$ cat src/rtl/carbon_arch_pkg.sv
// Shared definitions for the completion writer: COMP_REC_V1 record layout,
// writer state encoding and a helper that picks the record word for a state.
package carbon_arch_pkg;

   // COMP_REC_V1: four little-endian 32-bit words, 16 bytes per ring slot
   localparam int unsigned COMP_REC_V1_BYTES = 16;
   localparam int unsigned COMP_REC_V1_SHIFT = $clog2(COMP_REC_V1_BYTES);
   localparam int unsigned OFF_TAG           = 0;
   localparam int unsigned OFF_STATUS        = 4;  // {ext_status, status}
   localparam int unsigned OFF_BYTES         = 8;
   localparam int unsigned OFF_RSVD          = 12;

   typedef enum logic [2:0] {
      IDLE = 3'd0,
      W0   = 3'd1,
      W1   = 3'd2,
      W2   = 3'd3,
      W3   = 3'd4,
      DONE = 3'd5
   } comp_state_e;

   typedef struct packed {
      logic [31:0] tag;
      logic [15:0] status;
      logic [15:0] ext_status;
      logic [31:0] bytes;
   } comp_rec_t;

   localparam int unsigned COMP_REC_W = $bits(comp_rec_t);

   // Record word written while in the given write state
   function automatic logic [31:0] rec_word(input comp_rec_t r, input comp_state_e s);
      logic [31:0] w;
      w = 32'h0;
      case (s)
         W0:      w = r.tag;
         W1:      w = {r.ext_status, r.status};
         W2:      w = r.bytes;
         default: w = 32'h0;
      endcase
      return w;
   endfunction

endpackage

$ cat src/rtl/cai_comp_fifo.sv
// Small synchronous FIFO buffering completions ahead of the record writer.
// Read data is the current head, valid whenever empty_o is low.
module cai_comp_fifo #(
   parameter int DEPTH = 2,
   parameter int WIDTH = 96
) (
   input  logic             clk,
   input  logic             rst,
   input  logic             push_i,
   input  logic [WIDTH-1:0] wdata_i,
   input  logic             pop_i,
   output logic [WIDTH-1:0] rdata_o,
   output logic             full_o,
   output logic             empty_o
);

   localparam int AW = $clog2(DEPTH);

   logic [WIDTH-1:0] mem_q [DEPTH];
   logic [AW:0]      wr_ptr_q;
   logic [AW:0]      rd_ptr_q;
   logic [AW:0]      wr_ptr_d;
   logic [AW:0]      rd_ptr_d;
   logic             do_push;
   logic             do_pop;

   assign do_push = push_i & ~full_o;
   assign do_pop  = pop_i & ~empty_o;
   assign empty_o = (wr_ptr_q == rd_ptr_q);
   assign full_o  = (wr_ptr_q[AW] != rd_ptr_q[AW]) &&
                    (wr_ptr_q[AW-1:0] == rd_ptr_q[AW-1:0]);
   assign rdata_o = mem_q[rd_ptr_q[AW-1:0]];

   assign wr_ptr_d = do_push ? wr_ptr_q + {{AW{1'b0}}, 1'b1} : wr_ptr_q;
   assign rd_ptr_d = do_pop  ? rd_ptr_q + {{AW{1'b0}}, 1'b1} : rd_ptr_q;

   // Pointer update; reset empties the FIFO
   always_ff @(posedge clk or posedge rst) begin
      if (rst) begin
         wr_ptr_q <= '0;
         rd_ptr_q <= '0;
      end else begin
         wr_ptr_q <= wr_ptr_d;
         rd_ptr_q <= rd_ptr_d;
      end
   end

   // Storage write; contents need no reset since the pointers gate visibility
   always_ff @(posedge clk) begin
      if (do_push) begin
         mem_q[wr_ptr_q[AW-1:0]] <= wdata_i;
      end
   end

endmodule

$ cat src/rtl/cai_comp_writer.sv
// Completion record writer: buffers completions from the device core and
// writes each as a 16-byte COMP_REC_V1 record into a ring in memory, one
// 32-bit word at a time, then pulses comp_msg and bumps the producer index.
//
// state | meaning
// IDLE  | waiting for a buffered completion and enable
// W0    | writing tag word (slot + 0)
// W1    | writing {ext_status, status} word (slot + 4)
// W2    | writing byte count word (slot + 8)
// W3    | writing reserved zero word (slot + 12)
// DONE  | comp_msg pulse; head completion popped on exit
module cai_comp_writer
   import carbon_arch_pkg::*;
#(
   parameter int FIFO_DEPTH = 2,
   parameter int ADDR_W     = 64
) (
   input  logic              clk,
   input  logic              rst,
   input  logic              enable,
   input  logic [ADDR_W-1:0] comp_base,
   input  logic [31:0]       comp_mask,
   input  logic              comp_valid,
   output logic              comp_ready,
   input  logic [31:0]       comp_tag,
   input  logic [15:0]       comp_status,
   input  logic [15:0]       comp_ext_status,
   input  logic [31:0]       comp_bytes,
   output logic              mem_req,
   output logic [ADDR_W-1:0] mem_addr,
   output logic [31:0]       mem_wdata,
   output logic [3:0]        mem_wstrb,
   input  logic              mem_ack,
   output logic              comp_msg,
   output logic [31:0]       comp_idx
);

   comp_state_e       state_q;
   logic [ADDR_W-1:0] slot_q;
   logic [ADDR_W-1:0] slot_d;
   logic              mem_req_q;
   logic [ADDR_W-1:0] mem_addr_q;
   logic [31:0]       mem_wdata_q;
   logic              comp_msg_q;
   logic [31:0]       comp_idx_q;
   logic [31:0]       comp_idx_d;

   comp_rec_t         in_rec;
   comp_rec_t         head;
   logic [COMP_REC_W-1:0] fifo_rdata;
   logic              fifo_full;
   logic              fifo_empty;
   logic              fifo_push;
   logic              fifo_pop;

   assign in_rec = '{tag:        comp_tag,
                     status:     comp_status,
                     ext_status: comp_ext_status,
                     bytes:      comp_bytes};
   assign head   = comp_rec_t'(fifo_rdata);

   // Ready never looks at the same-cycle pop, and is held low during reset
   assign comp_ready = ~rst & ~fifo_full;
   assign fifo_push  = comp_valid & comp_ready;
   assign fifo_pop   = (state_q == DONE);

   cai_comp_fifo #(
      .DEPTH (FIFO_DEPTH),
      .WIDTH (COMP_REC_W)
   ) u_fifo (
      .clk     (clk),
      .rst     (rst),
      .push_i  (fifo_push),
      .wdata_i (in_rec),
      .pop_i   (fifo_pop),
      .rdata_o (fifo_rdata),
      .full_o  (fifo_full),
      .empty_o (fifo_empty)
   );

   // Ring slot for the next record; only sampled on W0 entry
   assign slot_d     = comp_base +
                       (ADDR_W'(comp_idx_q & comp_mask) << COMP_REC_V1_SHIFT);
   assign comp_idx_d = comp_idx_q + 32'd1;

   // Record-writer FSM with registered memory-port and message outputs
   always_ff @(posedge clk or posedge rst) begin
      if (rst) begin
         state_q     <= IDLE;
         slot_q      <= '0;
         mem_req_q   <= 1'b0;
         mem_addr_q  <= '0;
         mem_wdata_q <= '0;
         comp_msg_q  <= 1'b0;
         comp_idx_q  <= '0;
      end else begin
         case (state_q)
            IDLE: begin
               comp_msg_q <= 1'b0;
               if (!fifo_empty && enable) begin
                  state_q     <= W0;
                  slot_q      <= slot_d;
                  mem_req_q   <= 1'b1;
                  mem_addr_q  <= slot_d + ADDR_W'(OFF_TAG);
                  mem_wdata_q <= rec_word(head, W0);
               end
            end
            W0: begin
               if (mem_ack) begin
                  state_q     <= W1;
                  mem_addr_q  <= slot_q + ADDR_W'(OFF_STATUS);
                  mem_wdata_q <= rec_word(head, W1);
               end
            end
            W1: begin
               if (mem_ack) begin
                  state_q     <= W2;
                  mem_addr_q  <= slot_q + ADDR_W'(OFF_BYTES);
                  mem_wdata_q <= rec_word(head, W2);
               end
            end
            W2: begin
               if (mem_ack) begin
                  state_q     <= W3;
                  mem_addr_q  <= slot_q + ADDR_W'(OFF_RSVD);
                  mem_wdata_q <= rec_word(head, W3);
               end
            end
            W3: begin
               if (mem_ack) begin
                  state_q    <= DONE;
                  mem_req_q  <= 1'b0;
                  comp_msg_q <= 1'b1;
                  comp_idx_q <= comp_idx_d;
               end
            end
            DONE: begin
               state_q    <= IDLE;
               comp_msg_q <= 1'b0;
            end
            default: begin
               state_q    <= IDLE;
               mem_req_q  <= 1'b0;
               comp_msg_q <= 1'b0;
            end
         endcase
      end
   end

   assign mem_req   = mem_req_q;
   assign mem_addr  = mem_addr_q;
   assign mem_wdata = mem_wdata_q;
   assign mem_wstrb = 4'hF;
   assign comp_msg  = comp_msg_q;
   assign comp_idx  = comp_idx_q;

endmodule

$ cat config.mk
export PLATFORM = sky130hd
export DESIGN_NAME = cai_comp_writer
export DESIGN_NICKNAME = d
export VERILOG_FILES = /design/src/rtl/carbon_arch_pkg.sv /design/src/rtl/cai_comp_fifo.sv /design/src/rtl/cai_comp_writer.sv
export SDC_FILE = /design/constraint.sdc
export NUM_CORES = 1
export LEC_CHECK = 0
export CORE_ASPECT_RATIO = 1.1
export CORE_UTILIZATION = 49
export DETAILED_ROUTE_END_ITERATION = 7
export GPL_TIMING_DRIVEN = 1
export PLACE_DENSITY = 0.77
export SLEW_MARGIN = 20
export SYNTH_ARGS = -nofsm -noshare
export SYNTH_HDL_FRONTEND = slang
export SYNTH_HIERARCHICAL = 1
export SYNTH_SLANG_ARGS = --single-unit
$ cat constraint.sdc
create_clock -name clk -period 6.3 [get_ports clk]
set_clock_uncertainty 0.1 [all_clocks]
set_input_delay 1.26 -clock clk [delete_from_list [all_inputs] [get_ports clk]]
set_output_delay 1.26 -clock clk [all_outputs]
set_load 0.1 [all_outputs]
==> impl_metrics.json <==
{
  "outcome": "finished, final reports clean",
  "path_max_fanout": 48,
  "fin_area_mm2": 0.0261,
  "htreeDepth": 2,
  "total_power_mw": 13.7,
  "hold_slack_ns": 0.384,
  "clock_latency_ns": 0.59,
  "vias": 17400,
  "antenna_found_initial": 4,
  "grt_pass1_vias": 17400,
  "fin_crit_ns": 4.68,
  "vdd_ir_drop_max_v": 0.000595,
  "whs_path_depth": 2,
  "place_hpwl_mm": 42.9,
  "critPathSlowestCell": "dfrtp_2",
  "die-area_mm2": 0.0433,
  "criticalPathCategory": "flip-flop to flip-flop",
  "drive_above_1_share_pct": 10.4,
  "rr_startpoint": "state_q[2]",
  "hold_violations": 0,
  "max_freq_ghz": 0.214,
  "syn-instance-count": 2056,
  "critPathLaunchType": "flip-flop",
  "cts_hold_repair.buffers": 0,
  "fillers": 3305,
  "drtIter0Drc": 1531,
  "yosysWarnings": 6,
  "holdPathEnd": "mem_wdata[1]",
  "post-cts-setup-buffers": 0,
  "multiInputGateArea_mm2": 0.00931,
  "critPathRequiredTime_ns": 6.70,
  "ctsResizeCount": 0,
  "min_from": "mem_wdata[1]",
  "tritoncts": "yes",
  "cpMostUsedCell": "a31oi_1",
  "hp-class": "flip-flop to flip-flop",
  "synthFlopType": "dfrtp_1",
  "avgSynthCellArea_um2": 10.1,
  "p_leak_nw": 10.2,
  "placed_cell_area_mm2": 0.0246,
  "cpPeakStageDelay_ns": 1.06,
  "gp_congestion": 0.979,
  "clk_pin_slew_ns": 0.06,
  "async_reset_ff_share_pct": 51.1,
  "timing.rr.end": "mem_addr[57]",
  "tns_ns": 0,
  "worst_pin_slew_ns": 1.16,
  "area_growth_pct": 25.5,
  "crit_path_end_kind": "flip-flop",
  "fin_cells": 2931,
  "synth-edff-count": 192,
  "avgViaCountPerCell": 5.94,
  "dr.pass1.iters": 5,
  "die_h_um": 218,
  "r2r_cells": 11,
  "finalMaxSlewViolations": 0,
  "cts-buffers-inserted": 42,
  "die_w_um": 199,
  "reg2reg_setup_slack_ns": 1.62,
  "syn_area_mm2": 0.0208,
  "wl_mm": 62.0,
  "start_util_pct": 50.1,
  "clkSinkCount": 393,
  "core-area_mm2": 0.0416,
  "grt_pass1_wl_mm": 96.5,
  "crit_path_cell_trace": "nor2_1 -> and2_1 -> ha_1 -> a21o_1 -> nand4_1 -> nor3_1 -> nand2_1 -> o22ai_1 -> a31oi_1 -> a31o_2 -> a31oi_1",
  "crit_arrival_ns": 5.08,
  "path_buf_inv": 0,
  "setup_viol": 0,
  "grt_max_degree": 91,
  "finalCritPeriodShare_pct": 74.3,
  "grt_remaining_overflow": 0,
  "clockBufferDepth": 3,
  "io_pins": 332,
  "power_density_mw_per_mm2": 525,
  "drv_cap": 0,
  "portBuffers": 327,
  "cts_root_buf": "clkbuf_16",
  "ant_nets": 0,
  "max_slew_margin_pct": 22.0,
  "synth-seq-area-share_pct": 51.9,
  "nets": 2571,
  "synth.ff_latch_count": 393,
  "wire_per_inst_um": 21.1,
  "drc_errors": 0,
  "synth.distinct_cells": 85,
  "crit_family": "simple AND/OR/NAND/NOR gates",
  "grtUsageTotal_pct": 28.7,
  "rsz0062_at_grt": "false",
  "register_area_mm2": 0.0108,
  "rows": 78,
  "placed_cells": 2852
}
## worst max-delay path by stage
stage | startpoint | endpoint | slack, ns | cells past startpoint
2_1_floorplan | rst | u_fifo/mem_q[1][0] | 0.18 | 4
3_3_place_gp | comp_mask[4] | mem_addr[49] | 1.42 | 13
3_5_place_dp | comp_mask[4] | slot_q[63] | 1.39 | 12
4_1_cts | state_q[2] | mem_addr[57] | 1.71 | 11
5_1_grt | state_q[2] | mem_addr[57] | 1.52 | 11
6_report | state_q[2] | mem_addr[57] | 1.62 | 11
## metal layers
layer,wire length [um],part of all wire (%),up-vias,global-route usage [%]
met3,5370,8.7,152,6.56
li1,-,-,8049,-
met4,2050,3.3,4,9.95
met2,29700,48,778,47.7
met5,27,0.044,-,0
met1,24800,40,8438,36.9
## stage by stage
step                      utilization [%]  setup slack (ns)
final                                62.8              1.62
after global routing                 62.8              1.52
after CTS                            62.8              1.71
after detailed placement             59.1              1.39
after global placement               59.1              1.42
after floorplan                         -             0.177
## state kept, by name, indices dropped and copies added, names as in the netlist
register         count
comp_idx            32
mem_addr            64
mem_req              1
u_fifo/rd_ptr_q      2
u_fifo/mem_q       192
comp_msg             1
slot_q              64
u_fifo/wr_ptr_q      2
state_q              3
mem_wdata           32
## cells by family (layout without fill, tap and decap cells)
group / count (synthesis) / after routing / synth area share, %
DFF: 393 / 393 / 51.9
and+or+nand+nor: 717 / 717 / 16.3
xor gates and xnor gates: 98 / 98 / 4.16
adders and majority gates: 37 / 37 / 2.30
muxes: 104 / 104 / 5.60
buffers and inverters: 182 / 493 / 3.73
other: 1 / 5 / 0.0180
AOI/OAI and AO/OA: 524 / 524 / 16.0
## layout make-up
type                       instances  share of cell area [%]
sequential                       393                    41.3
multi-input combinational       1484                    35.6
timing repair buffer             358                    13.6
clock buffer                      54                    4.50
tap                              560                    2.68
clock inverter                    23                    1.35
inverter                          58                   0.848
antenna                            1                 0.00958
## placed cells by master, fill, tap and decap left out, drive strengths merged, types with 7 or more instances in the layout
| master | synthesis | final |
|---|---|---|
| a211o | 8 | 8 |
| a211oi | 15 | 15 |
| a21o | 29 | 29 |
| a21oi | 99 | 99 |
| a221oi | 13 | 13 |
| a22o | 8 | 8 |
| a22oi | 9 | 9 |
| a31oi | 28 | 28 |
| and2 | 50 | 50 |
| and3 | 26 | 26 |
| and4 | 17 | 17 |
| buf | 39 | 31 |
| bufinv | 0 | 7 |
| clkbuf | 85 | 54 |
| clkdlybuf4s50 | 0 | 327 |
| clkinv | 1 | 11 |
| dfrtp | 201 | 201 |
| edfxtp | 192 | 192 |
| ha | 35 | 35 |
| inv | 57 | 61 |
| mux2 | 100 | 100 |
| nand2 | 295 | 295 |
| nand2b | 7 | 7 |
| nand3 | 57 | 57 |
| nand4 | 41 | 41 |
| nor2 | 154 | 154 |
| nor3 | 24 | 24 |
| nor4 | 11 | 11 |
| o211ai | 15 | 15 |
| o21a | 8 | 8 |
| o21ai | 190 | 190 |
| o221ai | 10 | 10 |
| o22ai | 13 | 13 |
| o41ai | 34 | 34 |
| or2 | 7 | 7 |
| xnor2 | 60 | 60 |
| xor2 | 38 | 38 |
## cells in the mapped netlist (7+ instances only)
cell	n	area, um2
nand2_1	294	1100
dfrtp_1	201	5030
edfxtp_1	192	5770
o21ai_0	172	861
nor2_1	150	563
mux2_2	100	1130
a21oi_1	99	495
clkbuf_1	85	319
xnor2_1	59	517
inv_1	57	214
nand3_1	57	285
and2_1	48	300
nand4_1	40	250
xor2_1	38	333
ha_1	35	438
o41ai_1	34	298
a21o_1	29	218
a31oi_1	28	175
and3_1	26	163
nor3_1	24	120
buf_2	21	105
o21ai_1	18	90.1
and4_1	17	149
a211oi_1	15	113
o211ai_1	14	105
a221oi_1	13	114
o22ai_1	13	81.3
o221ai_1	10	87.6
a22oi_1	9	67.6
nor4_1	9	56.3
o21a_1	8	60.1
a211o_1	7	61.3
a22o_1	7	61.3
nand2b_1	7	43.8
## where the power goes
part	internal [mW]	switching [mW]	leakage [nW]
sequential	3.48	0.740	4.25
combinational	1.93	4.85	5.18
clock	1.63	1.09	0.751
total	7.04	6.68	10.2
## worst reg2reg max path, delay by kind of cell, from the launching register on
family          cells  cell delay (ns)
simple gates        5             2.12
compound gates      5             1.06
flops               1             1.06
fa+ha+maj           1             0.27
Note: power is estimated with default switching activity, not from simulation.
